### src/rtl/cv_ctrl_pkg.sv
// cv_ctrl_pkg: ColecoVision controller key codes, keypad_i bit map
// and the keypad priority encoder shared by the port front end.
package cv_ctrl_pkg;

    localparam logic [3:0] CODE_0      = 4'b0011;
    localparam logic [3:0] CODE_1      = 4'b1110;
    localparam logic [3:0] CODE_2      = 4'b1101;
    localparam logic [3:0] CODE_3      = 4'b0110;
    localparam logic [3:0] CODE_4      = 4'b0001;
    localparam logic [3:0] CODE_5      = 4'b1001;
    localparam logic [3:0] CODE_6      = 4'b0111;
    localparam logic [3:0] CODE_7      = 4'b1100;
    localparam logic [3:0] CODE_8      = 4'b1000;
    localparam logic [3:0] CODE_9      = 4'b1011;
    localparam logic [3:0] CODE_STAR   = 4'b1010;
    localparam logic [3:0] CODE_HASH   = 4'b0101;
    localparam logic [3:0] CODE_PURPLE = 4'b0100;
    localparam logic [3:0] CODE_BLUE   = 4'b0010;
    localparam logic [3:0] CODE_NONE   = 4'b1111;

    localparam int unsigned KP_0      = 0;
    localparam int unsigned KP_1      = 1;
    localparam int unsigned KP_2      = 2;
    localparam int unsigned KP_3      = 3;
    localparam int unsigned KP_4      = 4;
    localparam int unsigned KP_5      = 5;
    localparam int unsigned KP_6      = 6;
    localparam int unsigned KP_7      = 7;
    localparam int unsigned KP_8      = 8;
    localparam int unsigned KP_9      = 9;
    localparam int unsigned KP_STAR   = 10;
    localparam int unsigned KP_HASH   = 11;
    localparam int unsigned KP_PURPLE = 12;
    localparam int unsigned KP_BLUE   = 13;
    localparam int unsigned KP_UP     = 14;
    localparam int unsigned KP_DOWN   = 15;
    localparam int unsigned KP_LEFT   = 16;
    localparam int unsigned KP_RIGHT  = 17;
    localparam int unsigned KP_FIRE   = 18;
    localparam int unsigned KP_ARM    = 19;

    // Lowest pressed key index wins when several keys are held.
    function automatic logic [3:0] kp_encode(input logic [19:0] kp);
        logic [3:0] code;
        code = CODE_NONE;
        priority case (1'b1)
            kp[KP_0]:      code = CODE_0;
            kp[KP_1]:      code = CODE_1;
            kp[KP_2]:      code = CODE_2;
            kp[KP_3]:      code = CODE_3;
            kp[KP_4]:      code = CODE_4;
            kp[KP_5]:      code = CODE_5;
            kp[KP_6]:      code = CODE_6;
            kp[KP_7]:      code = CODE_7;
            kp[KP_8]:      code = CODE_8;
            kp[KP_9]:      code = CODE_9;
            kp[KP_STAR]:   code = CODE_STAR;
            kp[KP_HASH]:   code = CODE_HASH;
            kp[KP_PURPLE]: code = CODE_PURPLE;
            kp[KP_BLUE]:   code = CODE_BLUE;
            default:       code = CODE_NONE;
        endcase
        return code;
    endfunction

endpackage

### src/rtl/cv_spinner_quad.sv
// cv_spinner_quad: one port's spinner accumulator, step timer and
// quadrature phase; a_fall_o flags the step that drops A.
module cv_spinner_quad #(
    parameter int DELTA_W  = 8,
    parameter int ACC_W    = 10,
    parameter int STEP_DIV = 512
) (
    input  logic                      clk_i,
    input  logic                      reset_n_i,
    input  logic                      ce_i,
    input  logic signed [DELTA_W-1:0] delta_i,
    input  logic                      stb_i,
    output logic                      a_o,
    output logic                      b_o,
    output logic                      a_fall_o
);

    localparam int TW = (STEP_DIV > 1) ? $clog2(STEP_DIV) : 1;
    localparam int SW = ((ACC_W > DELTA_W) ? ACC_W : DELTA_W) + 2;
    localparam logic signed [SW-1:0] ACC_MAX =
        {{(SW - ACC_W + 1){1'b0}}, {(ACC_W - 1){1'b1}}};
    localparam logic signed [SW-1:0] ACC_MIN = -ACC_MAX;

    logic signed [ACC_W-1:0] acc_q, acc_d;
    logic [TW-1:0]           tmr_q, tmr_d;
    logic [1:0]              ph_q, ph_d;

    logic                    nz, pos, step;
    logic signed [SW-1:0]    acc_x, dlt_x, stp, sum;

    always_comb begin
        nz    = |acc_q;
        pos   = ~acc_q[ACC_W-1];
        step  = ce_i && nz && (tmr_q == TW'(STEP_DIV - 1));
        acc_x = {{(SW - ACC_W){acc_q[ACC_W-1]}}, acc_q};
        dlt_x = {{(SW - DELTA_W){delta_i[DELTA_W-1]}}, delta_i};

        tmr_d = tmr_q;
        if (!nz)
            tmr_d = '0;
        else if (ce_i)
            tmr_d = step ? '0 : tmr_q + 1'b1;

        // Rotating {A,B} one place: forward 11-10-00-01, reverse the other way.
        ph_d = ph_q;
        if (step)
            ph_d = pos ? {ph_q[0], ~ph_q[1]} : {~ph_q[0], ph_q[1]};

        stp = '0;
        if (step)
            stp = pos ? SW'(1) : {SW{1'b1}};

        sum = stb_i ? (acc_x + dlt_x - stp) : (acc_x - stp);
        if (sum > ACC_MAX)
            acc_d = ACC_MAX[ACC_W-1:0];
        else if (sum < ACC_MIN)
            acc_d = ACC_MIN[ACC_W-1:0];
        else
            acc_d = sum[ACC_W-1:0];

        a_fall_o = step && ph_q[1] && !ph_d[1];
    end

    always_ff @(posedge clk_i or negedge reset_n_i) begin
        if (!reset_n_i) begin
            acc_q <= '0;
            tmr_q <= '0;
            ph_q  <= 2'b11;
        end else begin
            acc_q <= acc_d;
            tmr_q <= tmr_d;
            ph_q  <= ph_d;
        end
    end

    assign a_o = ph_q[1];
    assign b_o = ph_q[0];

endmodule

### src/rtl/cv_ctrl_port.sv
// cv_ctrl_port: ColecoVision controller-port front end with registered lines.
// Define CV_SPINNER_EN to build the quadrature spinner and its interrupt.
module cv_ctrl_port #(
    parameter int NUM_PORTS = 2,
    parameter int DELTA_W   = 8,
    parameter int ACC_W     = 10,
    parameter int STEP_DIV  = 512
) (
    input  logic                           clk_i,
    input  logic                           reset_n_i,
    input  logic                           ce_i,
    input  logic [20*NUM_PORTS-1:0]        keypad_i,
    input  logic [DELTA_W*NUM_PORTS-1:0]   spin_delta_i,
    input  logic [NUM_PORTS-1:0]           spin_stb_i,
    input  logic [NUM_PORTS-1:0]           ctrl_p5_i,
    input  logic [NUM_PORTS-1:0]           ctrl_p8_i,
    output logic [NUM_PORTS-1:0]           ctrl_p1_o,
    output logic [NUM_PORTS-1:0]           ctrl_p2_o,
    output logic [NUM_PORTS-1:0]           ctrl_p3_o,
    output logic [NUM_PORTS-1:0]           ctrl_p4_o,
    output logic [NUM_PORTS-1:0]           ctrl_p6_o,
    output logic [NUM_PORTS-1:0]           ctrl_p7_o,
    output logic [NUM_PORTS-1:0]           ctrl_p9_o,
    output logic                           spin_int_n_o
);

    import cv_ctrl_pkg::*;

    logic [NUM_PORTS-1:0] p1_d, p2_d, p3_d, p4_d, p6_d;
    logic [NUM_PORTS-1:0] p1_q, p2_q, p3_q, p4_q, p6_q;

    logic [19:0] kp;
    logic [3:0]  kcode, jcode, line;

    // A deselected half reads as all-ones, so ANDing merges both halves.
    always_comb begin
        p1_d  = '1;
        p2_d  = '1;
        p3_d  = '1;
        p4_d  = '1;
        p6_d  = '1;
        kp    = '0;
        kcode = CODE_NONE;
        jcode = 4'b1111;
        line  = 4'b1111;
        for (int p = 0; p < NUM_PORTS; p++) begin
            kp    = keypad_i[20*p +: 20];
            kcode = ctrl_p5_i[p] ? CODE_NONE : kp_encode(kp);
            jcode = ctrl_p8_i[p] ? 4'b1111 :
                    ~{kp[KP_UP], kp[KP_DOWN], kp[KP_LEFT], kp[KP_RIGHT]};
            line    = kcode & jcode;
            p1_d[p] = line[3];
            p2_d[p] = line[2];
            p3_d[p] = line[1];
            p4_d[p] = line[0];
            p6_d[p] = (ctrl_p5_i[p] | ~kp[KP_ARM]) &
                      (ctrl_p8_i[p] | ~kp[KP_FIRE]);
        end
    end

    always_ff @(posedge clk_i or negedge reset_n_i) begin
        if (!reset_n_i) begin
            p1_q <= '1;
            p2_q <= '1;
            p3_q <= '1;
            p4_q <= '1;
            p6_q <= '1;
        end else begin
            p1_q <= p1_d;
            p2_q <= p2_d;
            p3_q <= p3_d;
            p4_q <= p4_d;
            p6_q <= p6_d;
        end
    end

    assign ctrl_p1_o = p1_q;
    assign ctrl_p2_o = p2_q;
    assign ctrl_p3_o = p3_q;
    assign ctrl_p4_o = p4_q;
    assign ctrl_p6_o = p6_q;

`ifdef CV_SPINNER_EN
    logic [NUM_PORTS-1:0] a_w, b_w, fall_w;
    logic                 int_n_q;

    for (genvar g = 0; g < NUM_PORTS; g++) begin : g_spin
        cv_spinner_quad #(
            .DELTA_W  (DELTA_W),
            .ACC_W    (ACC_W),
            .STEP_DIV (STEP_DIV)
        ) u_quad (
            .clk_i     (clk_i),
            .reset_n_i (reset_n_i),
            .ce_i      (ce_i),
            .delta_i   (spin_delta_i[g*DELTA_W +: DELTA_W]),
            .stb_i     (spin_stb_i[g]),
            .a_o       (a_w[g]),
            .b_o       (b_w[g]),
            .a_fall_o  (fall_w[g])
        );
    end

    // Registered alongside the phase flops so the pulse lines up with A falling.
    always_ff @(posedge clk_i or negedge reset_n_i) begin
        if (!reset_n_i)
            int_n_q <= 1'b1;
        else
            int_n_q <= ~|fall_w;
    end

    assign ctrl_p7_o    = a_w;
    assign ctrl_p9_o    = b_w;
    assign spin_int_n_o = int_n_q;
`else
    logic unused_spin;
    assign unused_spin  = ^{ce_i, spin_delta_i, spin_stb_i};
    assign ctrl_p7_o    = '1;
    assign ctrl_p9_o    = '1;
    assign spin_int_n_o = 1'b1;
`endif

endmodule

### config.mk
export PLATFORM = sky130hd
export DESIGN_NAME = cv_ctrl_port
export DESIGN_NICKNAME = d
export VERILOG_FILES = /design/src/rtl/cv_ctrl_pkg.sv /design/src/rtl/cv_spinner_quad.sv /design/src/rtl/cv_ctrl_port.sv
export SDC_FILE = /design/constraint.sdc
export NUM_CORES = 1
export LEC_CHECK = 0
export ABC_CLOCK_PERIOD_IN_PS = 1500
export BUFFER_PORTS_ARGS = -buffer_cell sky130_fd_sc_hd__buf_4
export CORE_UTILIZATION = 36
export DETAILED_ROUTE_END_ITERATION = 6
export PLACE_DENSITY = 0.81
export SYNTH_ARGS = -nofsm -noshare
export SYNTH_HDL_FRONTEND = slang
export SYNTH_SLANG_ARGS = --single-unit
export TNS_END_PERCENT = 30
### constraint.sdc
create_clock -name clk_i -period 1.5 [get_ports clk_i]
set_input_delay 0.075 -clock clk_i [delete_from_list [all_inputs] [get_ports clk_i]]
set_output_delay 0.075 -clock clk_i [all_outputs]
set_load 0.005 [all_outputs]
# After elaboration in Yosys (flattened, before gate mapping)

Index checks and enable logic that the tools add are counted.

Memory bits (writable): 0
Memory bits (read-only): 0
Register bits after elaboration: 10
Input port bits: 65
Logic and storage cells: 51
Bits in latches: 0
Memories: 0
Output and inout bits: 15

Reduce and logical (&&, ||, !) cells: 0
Add/subtract/negate cells: 0
Bitwise logic cells: 14
Eq/ne operators: 0
Muxes and demuxes: 32
Order comparisons: 0
Divide/modulo/power cells: 0
Shift-type cells: 0
Multiply operators: 0

Operators with widths:

| operator    | number |
|---|---|
| $mux 4      | 32 |
| $and 4x4->4 | 2 |
| $not 4->4   | 2 |
| $not 1->1   | 4 |
| $or 1x1->1  | 4 |
| $and 1x1->1 | 2 |

# Logic depth before layout (Yosys ltp)

Depth after elaboration: 16
Mapped depth: 5
Mapped depth without buffers: 4

# Least setup slack after synthesis

OpenSTA, ideal clock, no wires.

Path kind: input port to flip-flop
Start point: input keypad_i[1]
End point: register p2_q[0], in the netlist ctrl_p2_o[0]
Arrival time: 861 ps
Setup time: 98 ps
Path buffers: 0
Cell stages on the path: 3
Slack: 541 ps
Required time: 1402 ps
Path through: or4_1 nor4_1 a221oi_1

Cells in the longest elaborated chain, start to end: 4

Ends and longest elaborated chain:

| item                 | RTL line           | source |
|---|---|---|
| from (decl)          | cv_ctrl_port.sv:12 | `input logic [20*NUM_PORTS-1:0] keypad_i,` |
| $mux 4 (2 in a row)  | cv_ctrl_pkg.sv:46  | `priority case (1'b1)` |
| $mux 4               | cv_ctrl_port.sv:48 | `kcode = ctrl_p5_i[p] ? CODE_NONE : kp_encode(kp);` |
| $and 4x4->4          | cv_ctrl_port.sv:51 | `line = kcode & jcode;` |
| via p2_d[0]          | cv_ctrl_port.sv:29 | `logic [NUM_PORTS-1:0] p1_d, p2_d, p3_d, p4_d, p6_d;` |
| to (signal assigned) | cv_ctrl_port.sv:70 | `p2_q <= p2_d;` |
| to (decl)            | cv_ctrl_port.sv:30 | `logic [NUM_PORTS-1:0] p1_q, p2_q, p3_q, p4_q, p6_q;` |

The timed path passes the listed nets, and every way through them passes these cells.

# Worst setup path after layout

Start point: input keypad_i[18]
End point: register p6_q[0], in the netlist ctrl_p6_o[0]

Cells in the longest elaborated chain, start to end: 3

Ends and longest elaborated chain:

| item                 | RTL line           | source |
|---|---|---|
| $not 1->1            | cv_ctrl_port.sv:57 | `(ctrl_p8_i[p] \| ~kp[KP_FIRE]);` |
| $or 1x1->1           | cv_ctrl_port.sv:57 |  |
| $and 1x1->1          | cv_ctrl_port.sv:56 | `p6_d[p] = (ctrl_p5_i[p] \| ~kp[KP_ARM]) &` |
| via p6_d[0]          | cv_ctrl_port.sv:29 |  |
| to (signal assigned) | cv_ctrl_port.sv:73 | `p6_q <= p6_d;` |
| to (decl)            | cv_ctrl_port.sv:30 |  |

The timed path passes the listed nets, and every way through them passes these cells.

==> flow_metrics.py <==
metrics = {
    "floorplan": {
        "die_h_um": 46.5,
        "die_area_um2": 2160,
        "row_count": 15,
        "coreArea_um2": 1780,
        "io_pins": 80,
        "floorplan.initialDensity_pct": 40.0,
        "die_width_um": 46.5,
    },
    "final_layout": {
        "final_area_um2": 1270,
        "seq_area_um2": 263,
        "fill_cells": 137,
        "area_growth_pct": 78.6,
        "multi_input_area_um2": 398,
        "fin_cells": 182,
        "layout.nets": 224,
        "diodes": 0,
        "layout-drive-gt1-share_pct": 43.3,
    },
    "setup_path": {
        "worst_ep_required_time_ns": 1.71,
        "criticalPathCategory": "in2reg",
        "critPathSlowestCell": "dlygate4sd3_1",
        "critical_path.max_fanout": 1,
        "end_kind": "register",
        "max_stage_delay_ns": 0.57,
        "arrival_ns": 1.46,
        "crit_chain": "dlygate4sd3_1 -> buf_4 -> a22oi_1 -> dlygate4sd3_1",
        "crit_path_start_kind": "input pin",
        "crit_top_cell": "dlygate4sd3_1",
    },
    "placed_design": {
        "dp_hpwl_mm": 1.77,
        "place_area_um2": 1130,
        "portBuffers": 55,
        "placed_cells": 167,
        "gp_congestion": 0.835,
    },
    "yosys": {
        "netlist-cell-type-count": 25,
        "synth-xor-area-share_pct": 0,
        "yosys_warnings": 0,
        "ys_ff_latch": 10,
        "yosys.area_share.simple_pct": 22.5,
        "synth_top_family_by_area": "compound AO/OA/AOI/OAI gates",
        "ys_seq_area_share_pct": 36.8,
        "synthMuxAreaShare_pct": 0,
        "syn-cell-area_um2": 713,
        "syn_area_per_cell_um2": 8.01,
        "synth-adder-area-share_pct": 0,
        "synth_compound_area_share_pct": 30.7,
        "syn_inst": 89,
    },
    "clock_tree": {
        "cts_max_level": 1,
        "cts.sinks": 10,
        "root_buffer": "clkbuf_4",
        "cts_buffer_depth": 2,
        "clk_pin_slew_ns": 0.06,
        "cts_buffers": 3,
        "cts_tree": "done",
        "cts_setup_buffers": 0,
    },
    "routing": {
        "drcViolationCount": 0,
        "drtIter0Drc": 28,
        "num_vias": 939,
        "ant_nets": 0,
        "wl_mm": 2.32,
        "avgRoutedWirePerCell_um": 12.8,
        "firstDrtPassIters": 4,
        "drt-vias-per-instance": 5.16,
    },
    "timing": {
        "setup-violations-final": 0,
        "drv_slew": 0,
        "period_share_pct": 83.4,
        "finalHoldViolCount": 0,
        "setup_tns_ns": 0,
        "clock.fmax_ghz": 0.799,
        "period_minus_slack_ns": 1.25,
        "rsz0062_at_grt": "no",
    },
    "power_and_ir_drop": {
        "p_leak_nw": 0.580,
        "vdd_drop_max_uv": 273,
        "power_per_cell_area_nw_per_um2": 599,
    },
    "global_routing": {
        "grt_usage_pct": 24.8,
        "grt_overflow": 0,
        "grt_pass1_wl_mm": 3.73,
        "grt_max_degree": 11,
        "grt_pass1_vias": 849,
        "antenna_found_initial": 0,
    },
    "status": {
        "status": "complete, no violations",
    },
    "flow_run": {
        "cap_viol_max_count": 0,
    },
    "hold_path": {
        "hold_path_class": "in2reg",
    },
}
[cell type report]
class                      instances  area share [%]
tap                               25            2.46
inverter                           7            2.06
sequential                        10            20.6
timing repair buffer              67            41.8
multi-input combinational         70            31.2
clock buffer                       3            1.77
[sequential cells by signal, summed over array words and instances (netlist names)]
signal     flops
ctrl_p1_o      2
ctrl_p2_o      2
ctrl_p3_o      2
ctrl_p4_o      2
ctrl_p6_o      2
[critical path, delay by kind of cell]
kind,cells,cell delay [ns]
compound gates,1,0.14
buf+inv,3,1.24
[power by group]
group / leakage [nW] / switching [mW] / internal, mW
registers: 0.105 / 0.00683 / 0.309
clock network: 0.0138 / 0.0871 / 0.0925
logic: 0.461 / 0.110 / 0.158
[layer usage]
| layer | share of wire [%] | track usage (%) |
|---|---|---|
| met1 | 42 | 32.9 |
| met2 | 54 | 39.7 |
| met4 | 1.1 | 11.8 |
| met5 | 0 | 0 |
| met3 | 3.4 | 2.35 |
[cell families after synthesis]
| kind of cell | count (synthesis) |
|---|---|
| AOI/OAI and AO/OA | 31 |
| and+or+nand+nor | 34 |
| DFF | 10 |
| buffers and inverters | 13 |
| other | 1 |
[repair_timing]
action / 4_1_cts / 5_1_grt
resized for setup: 0 / 0
endpoints found under the hold margin: 18 / 0
hold buffers: 12 / 0
[cell usage in the layout (no fill, tap or decap), drive strengths merged, types with 2 or more instances in the layout]
cell type and count:
a2111oi 3, a21oi 5, a221oi 4, a22oi 2
a31oi 3, buf 55, clkbuf 3, conb 5
dfstp 10, dlygate4sd3 12, inv 7, nand2 3
nor2 16, nor3 5, nor4 6, o21ai 6
o31a 2, o41ai 2, or3 2
[per-stage QoR]
step                setup slack (ns)  power, mW  hold WS [ns]  util [%]
global route                   0.189      0.805        0.0787      71.4
global placement               0.329      0.551        0.0945      63.4
detailed placement             0.298      0.558        0.0955      63.4
finish                         0.249      0.764        0.0383      71.4
floorplan                      0.541      0.399       -0.0728         -
CTS                            0.253      0.756        0.0463      71.4
[Yosys cell counts]
cell / count / share of area, %
nor2_1: 16 / 8.4
dfstp_2: 10 / 37
inv_1: 7 / 3.7
nor4_1: 6 / 5.3
a21oi_1: 5 / 3.5
buf_4: 5 / 5.3
nor3_1: 5 / 3.5
o21ai_0: 5 / 3.5
a221oi_1: 4 / 4.9
a2111oi_0: 3 / 3.7
a31oi_1: 3 / 2.6
nand2_1: 3 / 1.6
a22oi_1: 2 / 2.1
o31a_1: 2 / 2.5
o41ai_1: 2 / 2.5
or3_1: 2 / 1.8
a211oi_1: 1 / 1.1
a222oi_1: 1 / 1.4
a22o_1: 1 / 1.2
clkbuf_1: 1 / 0.53
conb_1: 1 / 0.53
nand2b_1: 1 / 0.88
o21ai_1: 1 / 0.70
o31ai_1: 1 / 1.1
or4_1: 1 / 1.1
[path summary, 6_finish.rpt]
check / startpoint / to / slack, ns / cells past startpoint
min in group asynchronous: reset_n_i / ctrl_p3_o[1]$_DFF_PN1_ / 0.35 / 2
min: keypad_i[16] / ctrl_p3_o[0]$_DFF_PN1_ / 0.04 / 4
max: keypad_i[18] / ctrl_p6_o[0]$_DFF_PN1_ / 0.25 / 4
max in group asynchronous: reset_n_i / ctrl_p4_o[0]$_DFF_PN1_ / 1.12 / 2
Power figures use the tool's default switching activity.
